File: src/rtl/regfile_ctrl.sv
// Command-driven port sequencer for an 8 x k-bit register file: WRITE, MOV, READ and DUMP
// commands in, read data out over a valid/ready response channel.
module regfile_ctrl #(
   parameter int k = 16
) (
   input  logic         clk,
   input  logic         reset,
   input  logic         cmd_valid,
   output logic         cmd_ready,
   input  logic [1:0]   cmd_op,
   input  logic [2:0]   cmd_rd,
   input  logic [2:0]   cmd_rs,
   input  logic [k-1:0] cmd_imm,
   output logic [2:0]   rf_writenum,
   output logic         rf_write,
   output logic [k-1:0] rf_data_in,
   output logic [2:0]   rf_readnum,
   input  logic [k-1:0] rf_data_out,
   output logic         rsp_valid,
   input  logic         rsp_ready,
   output logic [k-1:0] rsp_data,
   output logic [2:0]   rsp_reg,
   output logic         busy
);

   localparam logic [1:0] OP_WRITE = 2'd0;
   localparam logic [1:0] OP_MOV   = 2'd1;
   localparam logic [1:0] OP_READ  = 2'd2;
   localparam logic [1:0] OP_DUMP  = 2'd3;

   typedef enum logic [2:0] {IDLE, WR, MOV_RD, MOV_WR, RD, DUMP_RD, RESP} state_t;

   state_t       state;
   logic [1:0]   op;
   logic [2:0]   rd;
   logic [2:0]   rs;
   logic [2:0]   idx;
   logic [k-1:0] imm;
   logic [k-1:0] hold;

   // Write strobe comes purely from state so command inputs can never glitch it.
   assign rf_write    = (state == WR) || (state == MOV_WR);
   assign rf_writenum = rd;
   assign rf_data_in  = (state == MOV_WR) ? hold : imm;
   assign busy        = (state != IDLE);
   assign cmd_ready   = (state == IDLE) && !reset;

   always_ff @(posedge clk or posedge reset) begin
      if (reset) begin
         state      <= IDLE;
         op         <= OP_WRITE;
         rd         <= '0;
         rs         <= '0;
         imm        <= '0;
         idx        <= '0;
         hold       <= '0;
         rf_readnum <= '0;
         rsp_valid  <= 1'b0;
         rsp_data   <= '0;
         rsp_reg    <= '0;
      end else begin
         case (state)
            IDLE: begin
               if (cmd_valid && cmd_ready) begin
                  op  <= cmd_op;
                  rd  <= cmd_rd;
                  rs  <= cmd_rs;
                  imm <= cmd_imm;
                  // Read address is set up at accept so the file output is valid in the read state.
                  case (cmd_op)
                     OP_WRITE: state <= WR;
                     OP_MOV: begin
                        state      <= MOV_RD;
                        rf_readnum <= cmd_rs;
                     end
                     OP_READ: begin
                        state      <= RD;
                        rf_readnum <= cmd_rs;
                     end
                     default: begin
                        state      <= DUMP_RD;
                        idx        <= '0;
                        rf_readnum <= '0;
                     end
                  endcase
               end
            end
            WR: state <= IDLE;
            MOV_RD: begin
               hold  <= rf_data_out;
               state <= MOV_WR;
            end
            MOV_WR: state <= IDLE;
            RD: begin
               rsp_data  <= rf_data_out;
               rsp_reg   <= rs;
               rsp_valid <= 1'b1;
               state     <= RESP;
            end
            DUMP_RD: begin
               rsp_data  <= rf_data_out;
               rsp_reg   <= idx;
               rsp_valid <= 1'b1;
               state     <= RESP;
            end
            RESP: begin
               if (rsp_ready) begin
                  rsp_valid <= 1'b0;
                  if (op == OP_DUMP && idx != 3'd7) begin
                     idx        <= idx + 3'd1;
                     rf_readnum <= idx + 3'd1;
                     state      <= DUMP_RD;
                  end else begin
                     state <= IDLE;
                  end
               end
            end
            default: state <= IDLE;
         endcase
      end
   end

endmodule

File: config.mk
export PLATFORM = sky130hd
export DESIGN_NAME = regfile_ctrl
export DESIGN_NICKNAME = d
export VERILOG_FILES = /design/src/rtl/regfile_ctrl.sv
export SDC_FILE = /design/constraint.sdc
export NUM_CORES = 1
export LEC_CHECK = 0
export ABC_AREA = 1
export BUFFER_PORTS_ARGS = -buffer_cell sky130_fd_sc_hd__buf_4
export CAP_MARGIN = 30
export CORE_UTILIZATION = 25
export DETAILED_ROUTE_END_ITERATION = 8
export HOLD_SLACK_MARGIN = 0.02
export PLACE_DENSITY_LB_ADDON = 0.25
export SYNTH_ARGS = -nofsm -noshare
export SYNTH_HDL_FRONTEND = slang
export SYNTH_SLANG_ARGS = --single-unit
File: constraint.sdc
create_clock -name clk -period 2.2 [get_ports clk]
set_input_delay 0.44 -clock clk [delete_from_list [all_inputs] [get_ports clk]]
set_output_delay 0.44 -clock clk [all_outputs]
set_load 0.05 [all_outputs]
==> results.yml, run 1 <==
outcome:
  status: "complete, no violations"
critical_path:
  crit_required_ns: 1.76
  start_kind: "flip-flop"
  worstSetupPathType: "reg2out"
  arrival_ns: 1.63
  endpoint_kind: "primary output"
  path_max_fanout: 14
global_route:
  grt_pass1_vias: 2607
  track_usage: 0.138
  overflow: 0
  grt_max_degree: 70
  grt_pass1_wl_um: 13700
  antenna_found_initial: 0
route:
  drt_iter0_drc: 103
  drc_errors: 0
  met1Wirelength_um: 4190
  drt_pass1_iterations: 4
  dr_wl_met3_um: 248
  wire_per_inst_um: 13.2
  via_per_inst: 4.14
  topRoutingLayerUsed: "met4"
  num_vias: 2613
  final_antenna_net_count: 0
  wl_met2_um: 3800
  routed_wirelength_um: 8340
clock_network:
  cts_root_buffer: "clkbuf_16"
  clk_pin_slew_ns: 0.06
  ctsHtreeMaxLevel: 3
  clock_sink_count: 69
  cts_tree: "done"
  cts_buffers: 9
  insertion_delay_ns: 0.32
  cts_max_path_buffers: 2
place:
  pre_cts_ws_ns: 0.253
  placedCellCount: 613
  hpwl_um: 5960
  place_congestion: 0.791
  numPortBuffers: 88
timing:
  whs_ns: 0.241
  clock_skew_ns: 0.00393
  min_period_ns: 2.07
  relSlewSlack: 0.678
  max_freq_mhz: 484
  drv_slew: 0
  worst_slack_ns: 0.133
  setup_viol: 0
  tightest_slew_ns: 0.481
  setup_tns_ns: 0
  rsz0062_at_grt: "no"
  hold_viol_final: 0
  fin_crit_sh: 0.940
die:
  dieArea_um2: 13100
  start_util: 0.260
  die_x_um: 114
  rows: 40
  pin_count: 89
  core_area_um2: 12200
  die_y_um: 114
synthesis:
  synthAdderAreaFrac: 0.0238
  yosys_warnings: 0
  seq_area_frac_synth: 0.546
  synth_xor_area_frac: 0
  ys_seq_elements: 69
  synth_top_area_frac: 0.546
  syn_nets: 416
  syn_inst: 366
  synth_largest_area_cell: "dfrtp_1"
  synth_top_family_by_area: "simple AND/OR/NAND/NOR gates"
  syn_area_um2: 3160
  synth_cell_type_count: 20
  synth-compound-area-share: 0.157
  synth_area_per_cell_um2: 8.64
  synthMuxAreaShare: 0
  synth_area_leaders: "dfrtp_1 (55%), nand2_1 (10%), o21ai_0 (8.1%), inv_1 (6.5%), o21ai_2 (4.4%)"
  yosys.area_share.simple: 0.179
layout:
  reg.largest.list: "hold: 16 flops, imm: 16 flops, rsp_data: 16 flops"
  insertedDiodeCount: 0
  areaGrowthSynthToFinish_pct: 44.0
  drive_gt1_frac: 0.335
  layout_common_cells: "buf_4 (92), nand2_1 (86), dfrtp_1 (68)"
  fin_nets: 508
  final_common_cell: "buf_4"
  fin_util: 0.374
  instances_no_fill: 631
pwr:
  ir_drop_uv: 593
  p_leak_nw: 2.30
  power_density_nw_per_um2: 1740
min_path:
  hold_path.class: "in2async"
flow_run:
  maxCapViolations: 0
stage by stage:
stage | area, um2 | power [mW]
CTS | 4550 | 8.04
global route | 4550 | 8.44
floorplan | 3310 | 5.15
finish | 4550 | 7.93
detailed placement | 4180 | 6.37
global placement | 4180 | 6.33
cell usage after synthesis:
| master | n |
|---|---|
| buf_2 | 7 |
| nand3_1 | 13 |
| nor2_4 | 2 |
| a21boi_0 | 1 |
| nor3b_4 | 1 |
| o21ai_0 | 51 |
| nor2_1 | 27 |
| nand2_2 | 1 |
| inv_1 | 55 |
| nand2_1 | 87 |
| nand3b_1 | 1 |
| a21oi_1 | 17 |
| buf_6 | 3 |
| o211ai_1 | 1 |
| nand2_4 | 1 |
| clkbuf_1 | 6 |
| o21ai_2 | 16 |
| dfrtp_1 | 69 |
| nand4_1 | 1 |
| ha_1 | 6 |
path summary, 6_finish.rpt:
path	from	endpoint	slack [ns]	depth (start not counted)
max	state[2]	rf_data_in[14]	0.13	6
min	reset	op[0]	0.24	3
max reg2reg	state[0]	imm[12]	0.60	6
min reg2reg	rf_readnum[2]	rf_readnum[2]	0.47	2
max in group asynchronous	reset	state[2]	1.61	3
min in group clk	cmd_imm[6]	imm[6]	0.32	3
repair_timing:
item / CTS / global route
setup buffers: 1 / 0
resized for setup: 3 / 1
setup endpoints to repair: 13 / 13
hold buffers: 0 / 0
cloned: 1 / 0
pin swaps: 0 / 0
layout make-up:
| class | instances | area, um2 |
|---|---|---|
| fill | 1251 | 7610 |
| sequential | 69 | 1730 |
| multi-input combinational | 226 | 1290 |
| timing repair buffer | 97 | 790 |
| clock buffer | 9 | 225 |
| inverter | 55 | 210 |
| tap | 168 | 210 |
| clock inverter | 7 | 98.8 |
power by group:
| group | switching, mW | total [mW] | internal (mW) | leakage, nW |
|---|---|---|---|---|
| clock | 0.574 | 1.57 | 0.998 | 0.156 |
| combinational | 2.83 | 4.13 | 1.30 | 1.29 |
| sequential | 0.361 | 2.23 | 1.87 | 0.854 |
| total | 3.76 | 7.93 | 4.17 | 2.30 |
layer usage:
layer	track usage	vias up
met4	0.0563	0
met5	0	-
met2	0.204	44
li1	-	1337
met3	0.0238	7
met1	0.200	1225
kinds of logic after synthesis:
kind of cell | after synthesis
AOI/OAI and AO/OA | 86
adders and majority gates | 6
buffers and inverters | 71
DFF | 69
and+or+nand+nor | 134
critical path, cell delays in order, from the launching register on:
cell and delay, ns:
dfrtp_2 0.45, nor2_4 0.14, nand2_4 0.12, buf_12 0.18, nor2_1 0.19, a21oi_4 0.04
buf_4 0.19
Power figures use the tool's default switching activity.
==> run 2, diff against run 1 <==
==> constraint.sdc (replaced) <==
create_clock -name clk -period 1.8 [get_ports clk]
set_input_delay 0.36 -clock clk [delete_from_list [all_inputs] [get_ports clk]]
set_output_delay 0.36 -clock clk [all_outputs]
set_load 0.05 [all_outputs]
==> results.yml, run 2 (synthesized netlist as in run 1, its figures left out) <==
outcome:
  status: "complete, but fails checks"
  violations: "setup timing"
critical_path:
  r2r_cells: 7
  crit_required_ns: 1.44
  r2r_slack_ns: 0.12
  start_kind: "flip-flop"
  path_max_fanout: 6
  arrival_ns: 1.51
  endpoint_kind: "primary output"
  rr_startpoint: "state[1]"
  worstSetupPathType: "reg2out"
  r2r_end: "rs[0]"
layout:
  layout_common_cells: "buf_4 (85), nand2_1 (84), dfrtp_1 (68)"
  areaGrowthSynthToFinish_pct: 54.8
  insertedDiodeCount: 0
  drive_gt1_frac: 0.394
  reg.largest.list: "hold: 16 flops, imm: 16 flops, rsp_data: 16 flops"
  final_common_cell: "buf_4"
  fin_nets: 521
place:
  hpwl_um: 5840
  place_congestion: 0.781
  numPortBuffers: 88
  pre_cts_ws_ns: 0.167
clock_network:
  cts_hold_buf: 0
  cts_buffers: 9
  cts_root_buffer: "clkbuf_16"
  insertion_delay_ns: 0.32
  clk_pin_slew_ns: 0.06
  cts_max_path_buffers: 2
  clock_sink_count: 69
  ctsHtreeMaxLevel: 3
  cts_tree: "done"
pwr:
  power_mw: 10.2
  power_density_nw_per_um2: 2080
  p_leak_nw: 2.38
  ir_drop_uv: 598
route:
  routed_wirelength_um: 8060
  num_vias: 2707
  drt_iter0_drc: 126
  wire_per_inst_um: 12.5
  drt_pass1_iterations: 4
  drc_errors: 0
  final_antenna_net_count: 0
  via_per_inst: 4.21
global_route:
  overflow: 0
  track_usage: 0.129
  grt_use_met1: 0.160
  grt_max_degree: 49
  use_met3: 0.0233
  grt_pass1_vias: 2714
  antenna_found_initial: 0
  use_met2: 0.223
  top_usage_layer: "met2"
  grt_pass1_wl_um: 13000
timing:
  rsz0062_at_grt: "yes"
  worst_slack_ns: -0.0665
  drv_slew: 0
  fin_crit_sh: 1.04
  setup_viol: 16
  hold_viol_final: 0
  setup_tns_ns: -0.699
  min_period_ns: 1.87
  relSlewSlack: 0.578
  whs_ns: 0.172
  max_freq_mhz: 536
  tightest_slew_ns: 0.633
  clock_skew_ns: 0.00885
die:
  rows: 40
  pin_count: 89
  core_area_um2: 12200
  die_x_um: 114
  dieArea_um2: 13100
  start_util: 0.260
  die_y_um: 114
min_path:
  hold_path.class: "in2async"
flow_run:
  maxCapViolations: 0
-- run 2: changes by cell type in the layout (fill, tap and decap cells not counted), sizes merged --
| cell | previous run | this run |
|---|---|---|
| buf | 97 | 109 |
| clkinvlp | 2 | 3 |
| clkbuf | 9 | 10 |
| bufinv | 2 | 1 |
| clkinv | 3 | 2 |
-- run 2: power breakdown --
part	switching (mW)	internal, mW
Sequential	0.450	2.28
Combinational	3.67	2.06
Clock	0.648	1.06
Total	4.77	5.41
-- run 2: worst max-delay path, stage by stage, from the launching register on --
cell	delay, ns
dfrtp_1	0.40
nor2_4	0.18
nand2_8	0.11
clkbuf_16	0.19
a21oi_4	0.13
buf_6	0.17
-- run 2: worst max path at each step --
stage                         from              to  slack (ns)  depth (start not counted)
after floorplan              reset        state[0]       -0.25                          4
after global placement    state[0]   rf_data_in[6]        0.20                          7
after detailed placement  state[0]   rf_data_in[4]        0.17                          7
after CTS                 state[0]  rf_data_in[12]       -0.09                          7
after global routing      state[0]  rf_data_in[13]       -0.15                          6
final                     state[2]  rf_data_in[12]       -0.07                          5
-- run 2: what timing repair did --
item	4_1_cts	5_1_grt
gates cloned	1	1
endpoints found under the setup margin	14	18
gates resized for setup	40	10
setup buffers	4	2
pin swaps	1	4
-- run 2: final cells by class --
class	instances	area, um2
fill	1214	7270
tap	168	210
sequential	69	1730
clock buffer	9	225
clock inverter	6	63.8
multi-input combinational	226	1450
timing repair buffer	110	1000
inverter	55	210
-- run 2: through the flow --
stage                      util  area, um2  instances
after floorplan               -       3410        366
after global placement    0.355       4320        621
after detailed placement  0.355       4320        621
after CTS                 0.395       4800        641
after global routing      0.402       4890        643
final                     0.402       4890        643
-- run 2: layer usage --
metal / share of wire / vias to the layer above
met1: 0.43 / 1287
met5: 0 / -
met3: 0.039 / 4
met4: 0.0086 / 0
li1: - / 1368
met2: 0.52 / 48
==> run 3, diff against run 2 <==
--- a/config.mk
+++ b/config.mk
@@ -5,7 +5,6 @@
 export SDC_FILE = /design/constraint.sdc
 export NUM_CORES = 1
 export LEC_CHECK = 0
-export ABC_AREA = 1
 export BUFFER_PORTS_ARGS = -buffer_cell sky130_fd_sc_hd__buf_4
 export CAP_MARGIN = 30
 export CORE_UTILIZATION = 25
==> constraint.sdc (replaced) <==
create_clock -name clk -period 1.81 [get_ports clk]
set_input_delay 0.362 -clock clk [delete_from_list [all_inputs] [get_ports clk]]
set_output_delay 0.362 -clock clk [all_outputs]
set_load 0.05 [all_outputs]
==> results.yml, run 3 <==
outcome:
  status: "complete, but fails checks"
  violations: "setup timing"
critical_path:
  rr_startpoint: "state[0]"
  r2r_end: "rf_readnum[0]"
  r2r_slack_ns: 0.02
  path_max_fanout: 8
  critical_path.n_buffers_inverters: 2
  arrival_ns: 1.60
  crit_required_ns: 1.45
  worstSetupPathType: "reg2out"
  crit_family: "flip-flops"
  slowest_delay_ns: 0.41
  r2r_cells: 7
  endpoint_kind: "primary output"
  start_kind: "flip-flop"
  critical_path.cell_chain: "nor2b_4, nand2_4, buf_16, mux2_4, buf_6"
  cpMaxStageDelayCell: "dfrtp_1"
synthesis:
  synth_top_area_frac: 0.566
  synth_area_leaders: "dfrtp_1 (57%), mux2_2 (18%), nand2_1 (9.8%), ha_1 (2.5%), buf_2 (1.3%)"
  yosys_warnings: 0
  synth_flop_cell: "dfrtp_1"
  synth_most_common_cell: "nand2_1"
  synthMuxAreaShare: 0.191
  synth_common_cells: "nand2_1 (80), dfrtp_1 (69), mux2_2 (49)"
  synth_xor_area_frac: 0
  synth_top_family_by_area: "multiplexers"
  syn_nets: 314
  synthAdderAreaFrac: 0.0246
  syn_inst: 264
  synth_async_sr_flop_share: 1.00
  synth-edff-count: 0
  syn_area_um2: 3050
  yosys.area_share.simple: 0.141
  synth-compound-area-share: 0.0377
  seq_area_frac_synth: 0.566
  synth_largest_area_cell: "dfrtp_1"
  ys_seq_elements: 69
  synth_cell_type_count: 29
  synth_area_per_cell_um2: 11.6
die:
  rows: 39
  dieArea_um2: 12700
  pin_count: 89
  core_area_um2: 11700
  die_y_um: 113
  start_util: 0.262
  die_x_um: 113
global_route:
  grt_pass1_wl_um: 12400
  overflow: 0
  antenna_found_initial: 0
  grt_max_degree: 70
  track_usage: 0.129
  grt_pass1_vias: 2415
timing:
  fin_crit_sh: 1.08
  clock_skew_ns: 0.00624
  relSlewSlack: 0.735
  min_period_ns: 1.96
  setup_viol: 18
  drv_slew: 0
  worst_slack_ns: -0.153
  tightest_slew_ns: 0.397
  hold_viol_final: 0
  max_freq_mhz: 509
  rsz0062_at_grt: "yes"
  setup_tns_ns: -2.52
clock_network:
  cts_max_path_buffers: 2
  cts_hold_buf: 0
  ctsHtreeMaxLevel: 3
  cts_tree: "done"
  insertion_delay_ns: 0.33
  clk_pin_slew_ns: 0.05
  cts_root_buffer: "clkbuf_16"
  cts_buffers: 9
  clock_sink_count: 69
layout:
  areaGrowthSynthToFinish_pct: 50.0
  fin_nets: 430
  instances_no_fill: 528
  insertedDiodeCount: 0
  layout_common_cells: "buf_4 (87), nand2_1 (79), dfrtp_1 (69)"
  final_common_cell: "buf_4"
  reg.largest.list: "hold: 16 flops, imm: 16 flops, rsp_data: 16 flops"
  fin_util: 0.393
  drive_gt1_frac: 0.525
  fillers: 1137
place:
  numPortBuffers: 88
  placedCellCount: 500
  place_congestion: 0.730
  hpwl_um: 5160
flow_run:
  maxCapViolations: 0
route:
  routed_wirelength_um: 7530
  drt_iter0_drc: 106
  drt_pass1_iterations: 4
  num_vias: 2334
  via_per_inst: 4.42
  drc_errors: 0
  final_antenna_net_count: 0
  wire_per_inst_um: 14.3
pwr:
  pwr-share-seq: 0.280
  power_mw: 9.61
  intPower_mw: 5.47
  ir_drop_uv: 910
  comb_power_share: 0.553
  power_density_nw_per_um2: 2100
  sw_frac_of_total: 0.431
  p_switching_mw: 4.15
  p_leak_nw: 2.22
  clock_power_share: 0.168
min_path:
  hold_path.class: "in2async"
[run 3: cell count changes after synthesis, moves of 7 or more]
cell | previous run | this run
inv_1 | 55 | 6
mux2_2 | 0 | 49
o21ai_0 | 51 | 6
nor2_1 | 27 | 3
o21ai_2 | 16 | 0
nand3_1 | 13 | 0
a21oi_1 | 17 | 5
nand2_1 | 87 | 80
[run 3: cell families (layout without fill, tap and decap cells)]
| logic type | count (synthesis) | after routing |
|---|---|---|
| buf+inv | 20 | 141 |
| compound gates | 18 | 18 |
| flops | 69 | 69 |
| fa+ha+maj | 6 | 6 |
| mux | 52 | 52 |
| simple gates | 99 | 99 |
[run 3: worst register-to-register path, delay by kind of cell, from the launching register on]
family | cells | cell delay [ns]
compound gates | 1 | 0.17
buf+inv | 3 | 0.36
flops | 1 | 0.38
simple gates | 3 | 0.79
[run 3: power groups by stage]
stage	logic [mW]	clock network, mW	registers, mW
6_report	5.31	1.61	2.69
5_1_grt	5.64	1.73	2.80
3_3_place_gp	4.85	0	2.69
4_1_cts	5.24	1.67	2.69
3_5_place_dp	4.88	0	2.71
2_1_floorplan	2.47	0	3.59
[run 3: routing by layer]
metal | part of all wire | routed length [um] | up-vias | track usage
li1 | - | - | 1117 | -
met1 | 0.45 | 3420 | 1133 | 0.159
met2 | 0.47 | 3570 | 71 | 0.211
met3 | 0.057 | 428 | 13 | 0.0416
met4 | 0.014 | 105 | 0 | 0.0480
met5 | 0 | 0 | - | 0
[run 3: worst max path at each step]
stage	start	endpoint	slack (ns)	depth (start not counted)
global placement	state[0]	rf_data_in[4]	0.13	5
global route	state[2]	rf_data_in[2]	-0.21	5
finish	state[2]	rf_data_in[2]	-0.15	5
CTS	state[2]	cmd_ready	-0.18	5
detailed placement	idx[1]	rf_readnum[0]	0.03	7
floorplan	state[2]	rf_data_in[10]	-0.28	5
[run 3: metrics by stage]
stage                     hold WS [ns]  cell area [um2]  setup slack, ns
after global placement           0.458             4030            0.128
after CTS                        0.171             4460           -0.184
final                            0.131             4580           -0.153
after global routing             0.192             4580           -0.212
after detailed placement         0.460             4030           0.0269
after floorplan                  0.439             3090           -0.276
[run 3: repair_timing]
| action | CTS | global route |
|---|---|---|
| resized for setup | 24 | 17 |
| buffers inserted | 5 | 6 |
| cloned | 1 | 0 |
| endpoints found under the setup margin | 18 | 41 |
| pin swaps | 1 | 5 |
[run 3: cell type report]
| class | count | area [um2] | area share |
|---|---|---|---|
| clock buffer | 10 | 239 | 0.0522 |
| clock inverter | 6 | 38.8 | 0.00847 |
| inverter | 6 | 26.3 | 0.00574 |
| multi-input combinational | 175 | 1310 | 0.285 |
| sequential | 69 | 1730 | 0.377 |
| tap | 143 | 179 | 0.0391 |
| timing repair buffer | 119 | 1060 | 0.232 |
